File: src/rtl/fp_to_int.sv
// IEEE-754 single to signed 32-bit integer converter, one shift bit per cycle; optional
// round-half-even under `FP_ROUND_NEAREST_EN (default build truncates toward zero).
// Latency N+2 on the shift path, 1 for specials; ready_o only in IDLE, valid_i ignored otherwise.
module fp_to_int (
    input  logic        clk,
    input  logic        rst,
    input  logic        valid_i,
    output logic        ready_o,
    input  logic [31:0] data_i,
    output logic        valid_o,
    output logic [31:0] data_o,
    output logic        overflow_o,
    output logic        invalid_o
);

    localparam logic [1:0] IDLE  = 2'd0;
    localparam logic [1:0] SHIFT = 2'd1;
    localparam logic [1:0] OUT   = 2'd2;

    logic [1:0]  r_state;
    logic [31:0] r_mag;
    logic [4:0]  r_cnt;
    logic        r_left;
    logic        r_sign;
    logic [31:0] r_data;
    logic        r_ovf;
    logic        r_inv;
`ifdef FP_ROUND_NEAREST_EN
    logic        r_guard;
    logic        r_sticky;
`endif

    logic        w_sign;
    logic [7:0]  w_exp;
    logic [22:0] w_man;
    logic        w_left;
    logic [4:0]  w_n;
    logic        w_special;
    logic [31:0] w_spec_data;
    logic        w_spec_ovf;
    logic        w_spec_inv;
    logic [31:0] w_mag_rnd;
    logic [31:0] w_result;

    assign w_sign = data_i[31];
    assign w_exp  = data_i[30:23];
    assign w_man  = data_i[22:0];

    // Shift path only sees exponents 127..157, so |exp-150| fits in 5 bits and mod-32 math is exact.
    assign w_left = (w_exp >= 8'd150);
    assign w_n    = w_left ? (w_exp[4:0] - 5'd22) : (5'd22 - w_exp[4:0]);

    always_comb begin
        w_special   = 1'b1;
        w_spec_data = 32'h0000_0000;
        w_spec_ovf  = 1'b0;
        w_spec_inv  = 1'b0;
        if (w_exp == 8'hFF) begin
            w_spec_inv  = 1'b1;
            w_spec_data = (w_sign && (w_man == 23'd0)) ? 32'h8000_0000 : 32'h7FFF_FFFF;
        end else if (w_exp >= 8'd158) begin
            if (data_i == 32'hCF00_0000) begin
                w_spec_data = 32'h8000_0000;
            end else begin
                w_spec_ovf  = 1'b1;
                w_spec_data = w_sign ? 32'h8000_0000 : 32'h7FFF_FFFF;
            end
        end else if (w_exp < 8'd127) begin
`ifdef FP_ROUND_NEAREST_EN
            // 0.5 < |x| < 1 rounds to 1; exactly 0.5 ties to even (0)
            if ((w_exp == 8'd126) && (w_man != 23'd0))
                w_spec_data = w_sign ? 32'hFFFF_FFFF : 32'h0000_0001;
`endif
        end else begin
            w_special = 1'b0;
        end
    end

`ifdef FP_ROUND_NEAREST_EN
    assign w_mag_rnd = r_mag + {31'd0, r_guard & (r_sticky | r_mag[0])};
`else
    assign w_mag_rnd = r_mag;
`endif
    assign w_result = r_sign ? (32'd0 - w_mag_rnd) : w_mag_rnd;

    always_ff @(posedge clk) begin
        if (rst) begin
            r_state  <= IDLE;
            r_mag    <= 32'd0;
            r_cnt    <= 5'd0;
            r_left   <= 1'b0;
            r_sign   <= 1'b0;
            r_data   <= 32'd0;
            r_ovf    <= 1'b0;
            r_inv    <= 1'b0;
`ifdef FP_ROUND_NEAREST_EN
            r_guard  <= 1'b0;
            r_sticky <= 1'b0;
`endif
        end else begin
            case (r_state)
                IDLE: begin
                    if (valid_i) begin
                        r_sign <= w_sign;
                        if (w_special) begin
                            r_data  <= w_spec_data;
                            r_ovf   <= w_spec_ovf;
                            r_inv   <= w_spec_inv;
                            r_state <= OUT;
                        end else begin
                            r_mag    <= {8'd0, 1'b1, w_man};
                            r_cnt    <= w_n;
                            r_left   <= w_left;
`ifdef FP_ROUND_NEAREST_EN
                            r_guard  <= 1'b0;
                            r_sticky <= 1'b0;
`endif
                            r_state  <= SHIFT;
                        end
                    end
                end
                SHIFT: begin
                    if (r_cnt != 5'd0) begin
                        r_cnt <= r_cnt - 5'd1;
                        if (r_left) begin
                            r_mag <= {r_mag[30:0], 1'b0};
                        end else begin
                            r_mag <= {1'b0, r_mag[31:1]};
`ifdef FP_ROUND_NEAREST_EN
                            r_guard  <= r_mag[0];
                            r_sticky <= r_sticky | r_guard;
`endif
                        end
                    end else begin
                        r_data  <= w_result;
                        r_ovf   <= 1'b0;
                        r_inv   <= 1'b0;
                        r_state <= OUT;
                    end
                end
                OUT:     r_state <= IDLE;
                default: r_state <= IDLE;
            endcase
        end
    end

    assign ready_o    = (r_state == IDLE);
    assign valid_o    = (r_state == OUT);
    assign data_o     = r_data;
    assign overflow_o = r_ovf;
    assign invalid_o  = r_inv;

endmodule
File: config.mk
export PLATFORM = sky130hd
export DESIGN_NAME = fp_to_int
export DESIGN_NICKNAME = d
export VERILOG_FILES = /design/src/rtl/fp_to_int.sv
export SDC_FILE = /design/constraint.sdc
export NUM_CORES = 1
export LEC_CHECK = 0
export ABC_CLOCK_PERIOD_IN_PS = 5800
export CORE_ASPECT_RATIO = 1.25
export CORE_MARGIN = 2
export CORE_UTILIZATION = 35
export CTS_CLUSTER_DIAMETER = 120
export DETAILED_ROUTE_END_ITERATION = 8
export REMOVE_ABC_BUFFERS = 1
export SLEW_MARGIN = 10
export SYNTH_ARGS = -nofsm -noshare
export SYNTH_HDL_FRONTEND = slang
export SYNTH_SLANG_ARGS = --single-unit
File: constraint.sdc
create_clock -name clk -period 5.8 [get_ports clk]
set_input_delay 0.58 -clock clk [delete_from_list [all_inputs] [get_ports clk]]
set_output_delay 0.58 -clock clk [all_outputs]
set_load 0.05 [all_outputs]
======== After elaboration in Yosys (flattened, before gate mapping) ========
Cells that the tools add are included.
operators by class
  magnitude comparators ................... 3
  mux-type cells .......................... 38
  bitwise logic cells ..................... 1
  reductions and logical operators ........ 10
  equal/unequal tests ..................... 9
  add/subtract/negate cells ............... 4
operators by type and width
  cell                     number
  $mux W32                 13
  $pmux W32 S2             2
  $eq A32 B32 Y1 const B   1
  $sub A1 B32 Y32 const A  1
  $logic_not A23 Y1        1
  $mux W5                  4
  $ge A8 B8 Y1 const B     2
  $mux W1                  12
  $pmux W5 S2              1
  $eq A8 B8 Y1 const B     1
  $lt A8 B7 Y1 const B     1
  $ne A2 B2 Y1 const B     4
  $reduce_and A4 Y1        2
  $mux W2                  3
  $reduce_bool A5 Y1       1
  $sub A5 B1 Y5 const B    1
  $sub A5 B5 Y5 const A    1
  $sub A5 B5 Y5 const B    1
  $pmux W1 S2              2
  $pmux W2 S2              1
  $reduce_and A2 Y1        2
  $reduce_and A3 Y1        1
  $eq A2 B1 Y1 const B     1
  $eq A2 B2 Y1 const B     1
  5 further kinds          5
word-level totals
  flip-flop bits (word level) ............. 75
  bits of input ports ..................... 35
  word-level logic and storage cells ...... 73
  output and inout bits ................... 36

======== Depth between registers and ports, before layout ========
  depth after elaboration ................. 7
  mapped depth ............................ 9
  depth with buffers taken out ............ 7

======== Least setup slack after synthesis ========
OpenSTA, ideal clock, no wires.
  path kind ............................... input-to-reg
  start ................................... in data_i[30]
  end ..................................... reg r_mag[10]
  arrival time ............................ 2243 ps
  path buffers ............................ 3
  setup time .............................. 70 ps
  path slack .............................. 3486 ps
  stages .................................. 8
  required time ........................... 5730 ps
  path through ............................ clkbuf_1 > or4b_1 > or3_1 > o211ai_1 > buf_2 > buf_2 > o211ai_1 > a21oi_1
on the way
  cells in the longest elaborated chain, start to end .. 6
  elaborated cells on any way between the ends .. 8
  those cells by class .................... order compare (2); eq/ne (2); mux (3); reduce/logical (1)
ends and longest elaborated chain
  what                           RTL line  source
  start: declaration             9         input logic [31:0] data_i,
  $lt A8 B7 Y1                   68        end else if (w_exp < 8'd127) begin
  $mux W1                        68
  $mux W1                        61        end else if (w_exp >= 8'd158) begin
  $mux W1 *                      58        if (w_exp == 8'hFF) begin
  $ne A2 B2 Y1 (no line) *       -
  $reduce_and A4 Y1 (no line) *  -
  end signal: assignment         111       r_mag <= {8'd0, 1'b1, w_man};
  end signal: assignment         126       r_mag <= {r_mag[30:0], 1'b0};
  end signal: assignment         128       r_mag <= {1'b0, r_mag[31:1]};
  end: declaration               21        logic [31:0] r_mag;
Mark *: on every way between the ends. The rest lies on a longest branch, timed or not.
A chain may end at the register's enable or synchronous reset.

======== Worst setup path in the final report ========
  start ................................... in data_i[25]
  end ..................................... reg r_cnt[2]
on the way
  cells in the longest elaborated chain, start to end .. 6
  elaborated cells on any way between the ends .. 15
  those cells by class .................... add/sub (2); order compare (3); eq/ne (2); mux (7); reduce/logical (1)
ends and longest elaborated chain
  what                         RTL line  source
  $lt A8 B7 Y1                 68
  $mux W1                      68
  $mux W1                      61
  $mux W1                      58
  $ne A2 B2 Y1 (no line)       -
  $reduce_and A4 Y1 (no line)  -
  end signal: assignment       112       r_cnt <= w_n;
  end signal: assignment       124       r_cnt <= r_cnt - 5'd1;
  end: declaration             22        logic [4:0] r_cnt;
Parallel ways exist; a longest one is shown, timed or not. The select of a mux whose other input is x is not followed.

==> metrics.md <==
| Metric | Value |
|---|---|
| Min Hold Slack | approximately 0.48 ns |
| Num CTS Buffers | 9 |
| CP Launch Type | input port |
| Cts hold-fix bufs | 0 |
| Post-layout minimum cycle time | 3.02 ns |
| Top cells by area, synth | dfxtp_1 32%, a21oi_1 8.0%, nand2_1 7.0% |
| Longest Clk Path Bufs | 2 |
| Skew final | about 0.0060 ns |
| Total number of vias | about 4800 |
| Mapped Area | roughly 4800 um2 |
| Synth area leader | dfxtp_1 |
| Cells after synthesis | 616 |
| Full die area | ~15000 um2 |
| DP HPWL | about 9400 um |
| Post-route ant nets | 0 |
| First-pass GRT wire length | approximately 23000 um |
| Crit path kind | in -> reg |
| PostCTS Resize Cnt | 0 |
| Worst vdd ir | 0.104 mV |
| Diodes inserted | 0 |
| Area delta synth->final | 22.6% |
| MaxCap Viol Count | 0 |
| Hold Path End | invalid_o |
| Number of flops mapped to enable cells by yosys | 0 |
| Core footprint | approximately 13000 um2 |
| Initial antenna violation count | 0 |
| Worst Tran Pin Value | approximately 1.2 ns |
| Cell area power density | around 270 nW/um2 |
| # Post-CTS Setup Buffers | 0 |
| Final setup viols | 0 |
| # H-tree levels | 3 |
| Hold WC Path Type | reg -> reg |
| Peak Freq | 331 MHz |
| Crit path arrival time | 3.29 ns |
| Port bufs | 70 |
| Reg2reg start | r_sign |
| Num ports | 71 |
| Async SR Flop Fraction | 0 |
| Synth top area share | 0.315 |
| DR iter-0 viols | around 350 |
| RSZ-0062 raised after global routing | no |
| Status | finished, final reports clean |
| Avg Synthesized Cell Area | between 7 and 8 um2 |
| Row cnt | between 40 and 50 |
| Fillers | between 1000 and 1500 |
| Residual DRC | 0 |
| RR Endpoint | data_o[29] |
| Vias per cell | ~5.8 |
| DR pass1 iterations | 4 |
| Nets@finish | roughly 690 |
| Post-synthesis register bit count | 75 |
| Overflow after GRT | 0 |
| Max_slew headroom | 0.203 |
| Final hold viol count | 0 |
| Hold Crit Depth | 2 |
| Hold path startpoint | invalid_o |
| Syn. warnings | 0 |
| Initial Utilization | 0.358 |
| Netlist cell types | a little under 60 |
| Crit share post-route | 0.520 |
| Clk root buf | clkbuf_16 |
| Layout cells sized above 1 | 0.0722 |
| Worst-Skew Late Latency | approximately 0.34 ns |
| TritonCTS clock tree | yes |
| Clock slew seen by the registers of the worst setup and hold paths | roughly 0.060 ns |
| Largest net degree at the start of global routing | 96 |
| Number of global-route vias before repair | 4368 |
| GP Congestion | 0.824 |
| Critical path peak fanout | 35 |
| TritonCTS sink count | 75 |
| Die Y | 134 um |
| Prevailing post-synth register cell | dfxtp_1 |
| R2R Setup Slk | ~2.9 ns |
| Post-synthesis sequential area ratio | 0.315 |
| Final slew viol count | 0 |
| Die X | ~110 um |
| Leakage | 1.94 nW |
| Routed wire length | roughly 14000 um |
| Setup total negative slack | 0 ns |
| Worst Path Required | approximately 6.1 ns |
| Reg2Reg Depth | 5 |
| Critical Path End Type | register |
| DR WL/cell | between 15 and 20 um |
| Tot Pwr | approximately 1.6 mW |
| GRT Total Usage | 0.199 |
## cell usage in the layout, fill, tap and decap left out, types with 5 or more instances in the layout
| cell | netlist | routed |
|---|---|---|
| o31ai_1 | 35 | 35 |
| nand2_1 | 89 | 89 |
| clkdlybuf4s50_1 | 0 | 70 |
| mux2_2 | 9 | 9 |
| a21oi_1 | 76 | 76 |
| mux2i_1 | 33 | 33 |
| a31oi_1 | 10 | 10 |
| nor3_1 | 10 | 10 |
| ha_1 | 7 | 7 |
| or3_1 | 12 | 12 |
| o41ai_1 | 5 | 5 |
| a311oi_1 | 5 | 5 |
| inv_1 | 11 | 11 |
| xnor2_1 | 14 | 14 |
| o21ai_0 | 13 | 13 |
| o211ai_1 | 26 | 26 |
| nor4_1 | 10 | 10 |
| dfxtp_1 | 75 | 75 |
| nor2_1 | 37 | 36 |
| and2_1 | 8 | 8 |
| clkbuf_16 | 0 | 9 |
| buf_4 | 0 | 7 |
| nand3_1 | 14 | 14 |
## cell usage after synthesis, types with 5 or more instances
cell type and n:
a311oi_1 5, o21ai_0 13, nor3_1 10, o41ai_1 5, ha_1 7, a21oi_1 76
buf_2 9, o211ai_1 26, o31ai_1 35, inv_1 11, nand3_1 14, mux2i_1 33
or3_1 12, clkbuf_1 45, and2_1 8, nor2_1 37, dfxtp_1 75, nand2_1 89
a31oi_1 10, nor2b_1 5, mux2_2 9, nor4_1 10, xnor2_1 14
## cells by family (layout without fill, tap and decap cells)
| family | Yosys count | in the layout | synth area share |
|---|---|---|---|
| simple gates | 216 | 216 | 0.224 |
| buf+inv | 70 | 105 | 0.0607 |
| mux | 42 | 42 | 0.0907 |
| xor+xnor | 14 | 14 | 0.0258 |
| compound gates | 192 | 192 | 0.265 |
| flops | 75 | 75 | 0.315 |
| fa+ha+maj | 7 | 7 | 0.0184 |
## layout make-up
class / count / area (um2) / share of cell area
clock buffer: 11 / 243 / 0.0416
clock inverter: 5 / 100 / 0.0172
inverter: 12 / 45.0 / 0.00772
multi-input combinational: 471 / 2980 / 0.511
sequential: 75 / 1500 / 0.257
tap: 171 / 214 / 0.0367
timing repair buffer: 77 / 753 / 0.129
## layer usage
metal  track usage  vias up  wire [um]  part of all wire
li1              -     2320          -                 -
met1         0.263     2282       6420              0.45
met2         0.325      144       6990              0.49
met3        0.0360       19        691             0.048
met4        0.0648        0        257             0.018
met5             0        -          0                 0
## state kept, by name, indices dropped and copies added, names as in the netlist
| register | cells |
|---|---|
| data_o | 32 |
| overflow_o | 1 |
| r_state | 2 |
| r_cnt | 5 |
| invalid_o | 1 |
| r_sign | 1 |
| r_left | 1 |
| r_mag | 32 |
## through the flow
step                std cells  area [um2]   util  setup WS [ns]
global placement          806        5490  0.413           2.57
detailed placement        806        5490  0.413           2.47
CTS                       822        5840  0.439           2.82
floorplan                 558        4520      -          0.802
finish                    822        5840  0.439           2.78
global route              822        5840  0.439           2.55
## how the worst max path moves through the flow
stage	start	endpoint	slack (ns)	cells after the start
6_report	data_i[25]	r_cnt[2]	2.78	7
5_1_grt	data_i[25]	r_cnt[4]	2.55	7
4_1_cts	data_i[25]	r_cnt[2]	2.82	7
3_5_place_dp	data_i[25]	r_cnt[2]	2.47	7
3_3_place_gp	data_i[25]	r_cnt[4]	2.57	7
2_1_floorplan	r_state[0]	r_mag[23]	0.80	4
## power breakdown
group          switching (mW)  internal (mW)
Combinational           0.215          0.121
Clock                   0.225          0.431
Sequential             0.0251          0.544
Total                   0.464           1.10
## critical path, stage by stage
cell	delay, ns
clkdlybuf4s50_1	0.63
ha_1	0.23
nand2b_1	0.09
a21oi_1	0.33
o211a_1	1.02
o21ai_0	0.22
a21oi_1	0.17
Power figures use the tool's default switching activity.
